===== src/rtl/bkg_pkg.sv =====
// Shared constants and types for the scrolling, tiled background fetch path.
package bkg_pkg;

  localparam int IMG_W = 160;
  localparam int IMG_H = 160;
  localparam int SCR_W = 640;
  localparam int SCR_H = 480;
  localparam int TILE  = 320;

  typedef logic [9:0] coord_t;

  typedef struct packed {
    logic [7:0] r;
    logic [7:0] g;
    logic [7:0] b;
  } rgb_t;

  typedef enum logic {
    SCROLL_IDLE  = 1'b0,
    SCROLL_APPLY = 1'b1
  } scroll_state_e;

  // (off - amt) mod TILE; off < TILE and amt <= 255 so one correction is enough
  function automatic logic [8:0] scroll_sub(input logic [8:0] off, input logic [7:0] amt);
    if ({1'b0, amt} <= off)
      return off - {1'b0, amt};
    else
      return off + (9'(TILE) - {1'b0, amt});
  endfunction

endpackage


===== src/rtl/bkg_addr_gen.sv =====
// Combinational pixel-to-texel address: wrap into the tile, downscale, then y*IMG_W + x.
import bkg_pkg::*;

module bkg_addr_gen #(
  parameter int IMG_W       = 160,
  parameter int IMG_H       = 160,
  parameter int SCALE_SHIFT = 1,
  parameter int ADDR_W      = 15
) (
  input  logic [9:0]        draw_x,
  input  logic [9:0]        draw_y,
  input  logic [8:0]        offset,
  output logic [ADDR_W-1:0] addr
);

  localparam logic [9:0] TILE_X = 10'(IMG_W << SCALE_SHIFT);
  localparam logic [9:0] TILE_Y = 10'(IMG_H << SCALE_SHIFT);

  coord_t ys_raw, ys_wrap1, ys, xs, x_img, y_img;
  logic [ADDR_W-1:0] x_ext, y_ext;

  // ys_raw tops out at 479 + 319 = 798, so two conditional subtracts cover it
  assign ys_raw   = draw_y + {1'b0, offset};
  assign ys_wrap1 = (ys_raw >= TILE_Y) ? ys_raw - TILE_Y : ys_raw;
  assign ys       = (ys_wrap1 >= TILE_Y) ? ys_wrap1 - TILE_Y : ys_wrap1;
  assign xs       = (draw_x >= TILE_X) ? draw_x - TILE_X : draw_x;

  assign x_img = xs >> SCALE_SHIFT;
  assign y_img = ys >> SCALE_SHIFT;
  assign x_ext = ADDR_W'(x_img);
  assign y_ext = ADDR_W'(y_img);

  generate
    if (IMG_W == 160) begin : g_mul160
      assign addr = (y_ext << 7) + (y_ext << 5) + x_ext;
    end else begin : g_mul
      assign addr = y_ext * ADDR_W'(IMG_W) + x_ext;
    end
  endgenerate

endmodule


===== src/rtl/bkg_scroll_fetch.sv =====
// Background fetch pipeline: scroll FSM, address stage, RAM stage, output stage (3-cycle latency).
// Optional build macro BKG_DIM_EN halves every colour channel while dim is high.
import bkg_pkg::*;

module bkg_scroll_fetch #(
  parameter int IMG_W       = 160,
  parameter int IMG_H       = 160,
  parameter int SCALE_SHIFT = 1,
  parameter int ADDR_W      = 15
) (
  input  logic              Clk,
  input  logic              Reset_n,
  input  logic [9:0]        DrawX,
  input  logic [9:0]        DrawY,
  input  logic              blank,
  input  logic              VS,
  input  logic [7:0]        scroll_amt,
  input  logic              dim,
  output logic [ADDR_W-1:0] read_address,
  input  logic [23:0]       ram_data,
  output logic [23:0]       bkg_rgb,
  output logic [9:0]        out_x,
  output logic [9:0]        out_y,
  output logic              out_active,
  output logic [8:0]        scroll_offset
);

  scroll_state_e     state_reg, state_next;
  logic              vs_prev_reg;
  logic [8:0]        offset_next;
  logic [ADDR_W-1:0] addr_next;
  coord_t            x1_reg, y1_reg, x2_reg, y2_reg;
  logic              act1_reg, act2_reg;
  rgb_t              pix_next;

  bkg_addr_gen #(
    .IMG_W       (IMG_W),
    .IMG_H       (IMG_H),
    .SCALE_SHIFT (SCALE_SHIFT),
    .ADDR_W      (ADDR_W)
  ) u_addr_gen (
    .draw_x (DrawX),
    .draw_y (DrawY),
    .offset (scroll_offset),
    .addr   (addr_next)
  );

  always_comb begin
    state_next  = state_reg;
    offset_next = scroll_offset;
    case (state_reg)
      SCROLL_IDLE: begin
        if (vs_prev_reg && !VS)
          state_next = SCROLL_APPLY;
      end
      SCROLL_APPLY: begin
        offset_next = scroll_sub(scroll_offset, scroll_amt);
        state_next  = SCROLL_IDLE;
      end
      default: state_next = SCROLL_IDLE;
    endcase
  end

`ifdef BKG_DIM_EN
  logic [23:0] dimmed;
  genvar gi;
  generate
    for (gi = 0; gi < 3; gi++) begin : g_dim
      assign dimmed[gi*8 +: 8] = {1'b0, ram_data[gi*8+1 +: 7]};
    end
  endgenerate
  assign pix_next = act2_reg ? rgb_t'(dim ? dimmed : ram_data) : '0;
`else
  logic unused_dim;
  assign unused_dim = dim;
  assign pix_next   = act2_reg ? rgb_t'(ram_data) : '0;
`endif

  // VS history is tracked in every state so a held-low VS never re-arms the update
  always_ff @(posedge Clk) begin
    if (!Reset_n) begin
      state_reg     <= SCROLL_IDLE;
      vs_prev_reg   <= 1'b0;
      scroll_offset <= '0;
      read_address  <= '0;
      x1_reg        <= '0;
      y1_reg        <= '0;
      act1_reg      <= 1'b0;
      x2_reg        <= '0;
      y2_reg        <= '0;
      act2_reg      <= 1'b0;
      bkg_rgb       <= '0;
      out_x         <= '0;
      out_y         <= '0;
      out_active    <= 1'b0;
    end else begin
      state_reg     <= state_next;
      vs_prev_reg   <= VS;
      scroll_offset <= offset_next;
      read_address  <= addr_next;
      x1_reg        <= DrawX;
      y1_reg        <= DrawY;
      act1_reg      <= blank;
      x2_reg        <= x1_reg;
      y2_reg        <= y1_reg;
      act2_reg      <= act1_reg;
      bkg_rgb       <= pix_next;
      out_x         <= x2_reg;
      out_y         <= y2_reg;
      out_active    <= act2_reg;
    end
  end

endmodule


===== config.mk =====
export PLATFORM = sky130hd
export DESIGN_NAME = bkg_scroll_fetch
export DESIGN_NICKNAME = d
export VERILOG_FILES = /design/src/rtl/bkg_pkg.sv /design/src/rtl/bkg_addr_gen.sv /design/src/rtl/bkg_scroll_fetch.sv
export SDC_FILE = /design/constraint.sdc
export NUM_CORES = 1
export LEC_CHECK = 0
export CAP_MARGIN = 40
export CORE_MARGIN = 2
export CORE_UTILIZATION = 35
export DETAILED_ROUTE_END_ITERATION = 8
export PLACE_DENSITY = 0.63
export REMOVE_ABC_BUFFERS = 1
export SLEW_MARGIN = 20
export SYNTH_ARGS = -nofsm -noshare
export SYNTH_HDL_FRONTEND = slang
export SYNTH_SLANG_ARGS = --single-unit

===== constraint.sdc =====
create_clock -name Clk -period 9 [get_ports Clk]
set_clock_uncertainty 0.2 [all_clocks]
set_input_delay 1.8 -clock Clk [delete_from_list [all_inputs] [get_ports Clk]]
set_output_delay 1.8 -clock Clk [all_outputs]
set_load 0.05 [all_outputs]

== Yosys cells after proc, flatten, opt, wreduce, memory -nomap -nowiden ==
Cells that the tools add are included.
Word-level totals
  flip-flop bits (word level): 113
  output and inout port bits: 69
  logic and storage cells: 37
Cells by class
  order comparisons: 4
  muxes and demuxes: 6
  $add $sub $neg: 9
  bitwise gates (word level): 1
  reduce and logical (&&, ||, !) cells: 3
Operators with widths (count)
  10-bit by 9-bit greater-or-equal comparator with 1-bit output, second input constant: 3
  10-bit two-way mux: 3
  10-bit by 9-bit subtractor with 10-bit output, second input constant: 3
  15-bit by 14-bit adder with 15-bit output: 1
  15-bit by 9-bit adder with 15-bit output: 1
  10-bit by 9-bit adder with 10-bit output: 1
  9-bit adder: 1
  8-bit by 9-bit less-or-equal comparator with 1-bit output: 1
  9-bit two-way mux: 1
  9-bit by 8-bit subtractor with 9-bit output: 1
  9-bit by 8-bit subtractor with 9-bit output, first input constant: 1
  1-bit case mux with 2 select lines: 1
  2-bit AND reduction: 1
  1-bit logical AND: 1
  1-bit logical NOT: 1
  1-bit two-way mux: 1
  1-bit inverter: 1

== Longest topological paths before layout ==
  depth in word-level cells: 7
  mapped depth: 29
  gate-level depth less buffers: 29

== Modules after synthesis ==
A second synthesis with hierarchy kept.
Second synthesis, totals
  cell total of the unflattened synthesis: 557
  area, all modules: 5506.5 sq um
By module, submodules not included
  bkg_scroll_fetch: instances 1, area each 4080.2 sq um, cells each 382
  bkg_addr_gen: instances 1, area each 1426.4 sq um, cells each 175

== Worst setup path after synthesis ==
OpenSTA, ideal clock, no wires.
  path kind: input to register
  start point: input DrawY[0]
  end point: register read_address[14]
  setup time: 0.058 ns
  data arrival time: 6.740 ns
  stages: 26
  slack: 2.002 ns
  cell sequence: ha_1 fa_1 a21oi_1 o2111a_1 xnor2_1 ha_1 inv_1 o31ai_1 and2_1 nor2_1 xnor2_1 ha_1 inv_1 o31ai_1 a22oi_1 o2bb2ai_1 xor2_1 ha_1 ha_1 inv_1 o21bai_1 a21oi_1 o21ai_0 xnor2_1 a2111oi_1 a21o_1
Between the ends
  word-level cells in the longest chain between the ends: 7
  elaborated cells between the ends (all ways): 9
RTL lines
  from (decl): RTL line bkg_scroll_fetch.sv:14  | input logic [9:0] DrawY,
  10-bit by 9-bit adder with 10-bit output (*): RTL line bkg_addr_gen.sv:23  | assign ys_raw = draw_y + {1'b0, offset};
  10-bit by 9-bit subtractor with 10-bit output or 10-bit by 9-bit greater-or-equal comparator with 1-bit output (tied branches): RTL line bkg_addr_gen.sv:24  | assign ys_wrap1 = (ys_raw >= TILE_Y) ? ys_raw - TILE_Y : ys_raw;
  10-bit two-way mux (*): RTL line bkg_addr_gen.sv:24
  10-bit by 9-bit subtractor with 10-bit output or 10-bit by 9-bit greater-or-equal comparator with 1-bit output (tied branches): RTL line bkg_addr_gen.sv:25  | assign ys = (ys_wrap1 >= TILE_Y) ? ys_wrap1 - TILE_Y : ys_wrap1;
  10-bit two-way mux (*): RTL line bkg_addr_gen.sv:25
  15-bit by 14-bit adder with 15-bit output (*): RTL line bkg_addr_gen.sv:35  | assign addr = (y_ext << 7) + (y_ext << 5) + x_ext;
  15-bit by 9-bit adder with 15-bit output (*): RTL line bkg_addr_gen.sv:35
  to (signal assigned): RTL line bkg_scroll_fetch.sv:100  | read_address <= addr_next;
  to (decl): RTL line bkg_scroll_fetch.sv:19  | output logic [ADDR_W-1:0] read_address,
Every way passes the cells marked *; elsewhere a longest branch is shown, timed or not.
A chain may end at the register's enable or synchronous reset.

== Final worst setup path ==
  start point: input DrawY[1]
  end point: register read_address[14]
Same word-level chain as after synthesis.

==> out/qor.log <==
INFO  clocking       cts-buffers-inserted=9
INFO  yosys          post-synth-top-area-fraction=42.3%
INFO  final_layout   largest_reg_flops=24
INFO  clocking       tritoncts_clock_tree=yes
INFO  yosys          combinational_family_with_the_most_area_after_synthesis=simple AND/OR/NAND/NOR gates
INFO  critical_path  endpoint_kind=register
INFO  final_layout   largest_register=bkg_rgb
INFO  power          cellLeakagePower=2.92nW
INFO  sta            fin_setup_tns=0ns
INFO  critical_path  critical_path_peak_fanout=7
INFO  place          hpwlAfterDp=8260um
INFO  global_routing globalRouteOverflowTotal=0
INFO  floorplan      num_io_pins=126
INFO  clocking       path_clk_slew=0.07ns
INFO  place          port_buffers=124
INFO  final_layout   layout_common_cells=sky130_fd_sc_hd__clkdlybuf4s50_1, sky130_fd_sc_hd__dfxtp_1, sky130_fd_sc_hd__and2_1
INFO  run            drv.max_cap_violation_count=0
INFO  critical_path  critical_path.most_common_cell=sky130_fd_sc_hd__ha_1
INFO  yosys          synth-xor-area-share=5.11%
INFO  drt            post-route-drc-count=0
INFO  critical_path  setup.worst_path.class=input port to register
INFO  global_routing grt_util_met2=24.2%
INFO  sta            maxSlewHeadroom=50.6%
INFO  yosys          compound_gate_fraction_of_synth_area=11.6%
INFO  global_routing antenna_found_initial=0
INFO  clocking       cts_resized=0
INFO  critical_path  timing.critical_path.slowest_stage_cell=sky130_fd_sc_hd__clkdlybuf4s50_1
INFO  final_layout   fraction_of_layout_instances_using_a_drive_strength_above_1=4.51%
INFO  global_routing gr-usage-met3=4.21%
INFO  final_layout   nets_finish=753
INFO  clocking       ctsRootBufferMaster=sky130_fd_sc_hd__clkbuf_16
INFO  critical_path  crit_required=9.09ns
INFO  drt            avg_wl_per_cell=13.2um
INFO  yosys          synth.ff_latch_count=108
INFO  drt            postRouteWirelength=10900um
INFO  drt            dr_total_vias=3882
INFO  clocking       cts_hold_buffers_added=0
INFO  global_routing first_global_vias=3880
INFO  yosys          synth.area.mux_share=1.79%
INFO  yosys          ys_warn_count=0
INFO  place          gp_congestion=0.875
INFO  floorplan      die_area=0.0156mm^2
INFO  power          p_per_area=197mW/mm^2
INFO  clocking       h-tree-depth=3
INFO  place          dpl.cell_count=811
INFO  final_layout   final-instance-count-excl-fill=827
INFO  power          vdd_ir_drop_max=81.9uV
INFO  yosys          ys_seq_area_share=42.3%
INFO  yosys          synthDistinctLibCells=54
INFO  clocking       clock-sinks=108
INFO  yosys          syn_inst=523
INFO  sta            max_freq=0.129GHz
INFO  yosys          synth_area_leaders=sky130_fd_sc_hd__dfxtp_1, sky130_fd_sc_hd__ha_1, sky130_fd_sc_hd__and2_1, sky130_fd_sc_hd__fa_1, sky130_fd_sc_hd__inv_1
INFO  floorplan      initial_utilization=35.5%
INFO  drt            detailedRoute.firstPassIterationCount=5
INFO  sta            worst_max_slew_pin_slew=0.741ns
INFO  sta            post-route-period-util=86.1%
INFO  yosys          netlist_area=0.00511mm^2
INFO  floorplan      fp.coreArea=0.0144mm^2
INFO  global_routing grt.met1_usage=18.5%
INFO  clocking       insertion_delay_of_the_later_clocked_pin_in_the_worst_skew_pair=0.35ns
INFO  final_layout   antenna_cells=0
INFO  sta            final_hold_viol_count=0
INFO  final_layout   top_regs=bkg_rgb: 24 flops, read_address: 15 flops
INFO  yosys          synth_adder_area_share=15.8%
INFO  clocking       max-clock-path-buffers=2
INFO  critical_path  timing.critical_path.from_type=input port
INFO  yosys          async_flop_share=0%
INFO  critical_path  timing.critical_path.arrival=7.84ns
INFO  floorplan      die-width=125um
INFO  yosys          edff_count_synth=0
INFO  hold_path      worst_hold_path_type=register to register
INFO  drt            drt-initial-drc-count=177
INFO  yosys          synth_area_per_cell=9.78um^2
INFO  floorplan      chipHeight=125um
INFO  sta            final-setup-viol-count=0
INFO  clocking       post_cts.repair.setup_buffers=0
INFO  global_routing global_route_hottest_layer=met2
INFO  critical_path  critical-path-max-stage-delay=0.47ns
INFO  global_routing grt_max_degree=98
INFO  sta            rsz0062_at_grt=no
INFO  global_routing grt.total_usage=14.6%
INFO  floorplan      rows=44
INFO  yosys          yosys.area.top_type=sky130_fd_sc_hd__dfxtp_1
INFO  drt            vias_per_cell=4.69
INFO  final_layout   flow.area_growth_from_synthesis=33.4%
INFO  final_layout   final_common_cell=sky130_fd_sc_hd__clkdlybuf4s50_1
INFO  run_status     outcome=complete, no violations
INFO  sta            fin_crit=7.75ns
INFO  global_routing grt_first_pass_wirelength=18500um
INFO  drt            ant_nets=0
INFO  sta            final-max-slew-violation-count=0
INFO  yosys          ys_dominant_reg_cell=sky130_fd_sc_hd__dfxtp_1
INFO  yosys          synth-simple-area-share=18.1%
-- through the flow --
step | setup WS (ns) | util, % | power, mW | hold WS, ns | cell area [um^2]
floorplan | 2.00 | - | 0.807 | 0.212 | 5020
global placement | 1.03 | 45.0 | 0.915 | 0.213 | 6490
detailed placement | 0.944 | 45.0 | 0.923 | 0.219 | 6490
CTS | 1.27 | 47.3 | 1.37 | 0.236 | 6820
global route | 0.759 | 47.3 | 1.43 | 0.250 | 6820
finish | 1.25 | 47.3 | 1.35 | 0.232 | 6820
-- final cells by class --
| type | instances | area, um^2 |
|---|---|---|
| Fill cell | 1336 | 7600 |
| Inverter | 46 | 173 |
| Tap cell | 184 | 230 |
| Clock inverter | 6 | 103 |
| Clock buffer | 10 | 229 |
| Sequential cell | 108 | 2160 |
| Multi-Input combinational cell | 348 | 2680 |
| Timing Repair Buffer | 125 | 1240 |
-- cell usage after synthesis (3+ instances only) --
cell type / n
sky130_fd_sc_hd__mux2i_1: 8
sky130_fd_sc_hd__and2_1: 66
sky130_fd_sc_hd__fa_1: 11
sky130_fd_sc_hd__nor3_1: 3
sky130_fd_sc_hd__o31ai_1: 3
sky130_fd_sc_hd__and3_1: 25
sky130_fd_sc_hd__nor2_1: 33
sky130_fd_sc_hd__nand2_1: 15
sky130_fd_sc_hd__nand2b_1: 3
sky130_fd_sc_hd__o21bai_1: 7
sky130_fd_sc_hd__buf_4: 5
sky130_fd_sc_hd__a21o_1: 7
sky130_fd_sc_hd__xor2_1: 11
sky130_fd_sc_hd__o21ai_0: 11
sky130_fd_sc_hd__xnor2_1: 17
sky130_fd_sc_hd__a21oi_1: 29
sky130_fd_sc_hd__inv_1: 46
sky130_fd_sc_hd__dfxtp_1: 108
sky130_fd_sc_hd__nand3_1: 8
sky130_fd_sc_hd__clkbuf_1: 15
sky130_fd_sc_hd__ha_1: 47
-- worst paths after layout --
| path | start | endpoint | slack [ns] | depth (start not counted) |
|---|---|---|---|---|
| max reg2reg | scroll_offset[1]$_SDFFE_PN0P_ | read_address[14]$_SDFF_PN0_ | 2.70 | 27 |
| max | DrawY[1] | read_address[14]$_SDFF_PN0_ | 1.25 | 28 |
| min | y1_reg[3]$_SDFF_PN0_ | y2_reg[3]$_SDFF_PN0_ | 0.23 | 1 |
| min reg2reg | y1_reg[3]$_SDFF_PN0_ | y2_reg[3]$_SDFF_PN0_ | 0.23 | 1 |
-- logic make-up after synthesis --
kind of cell	Yosys count
AO/OA/AOI/OAI	87
XOR/XNOR	29
adder cells (fa/ha/maj)	58
buffers and inverters	67
flip-flops	108
multiplexers	9
AND/OR/NAND/NOR	165
-- power by group --
group / leakage (nW) / total [mW] / internal (mW) / switching (mW)
logic: 1.87 / 0.391 / 0.167 / 0.224
clock network: 0.163 / 0.437 / 0.251 / 0.186
registers: 0.886 / 0.518 / 0.508 / 0.0102
-- per-layer routing --
metal,vias to the layer above,share of wire (%),wire (um)
li1,1974,-,-
met1,1773,47,5180
met2,126,45,4960
met3,9,6.0,660
met4,0,1.3,147
met5,-,0,0
-- worst max-delay path: cells and delay by family --
family | cells | cell delay (ns)
multiplexers | 1 | 0.33
XOR/XNOR | 3 | 0.49
buffers and inverters | 4 | 0.69
adder cells (fa/ha/maj) | 5 | 1.42
AO/OA/AOI/OAI | 13 | 2.69
AND/OR/NAND/NOR | 2 | 0.40
No activity file was read; power rests on OpenSTA's default activity.
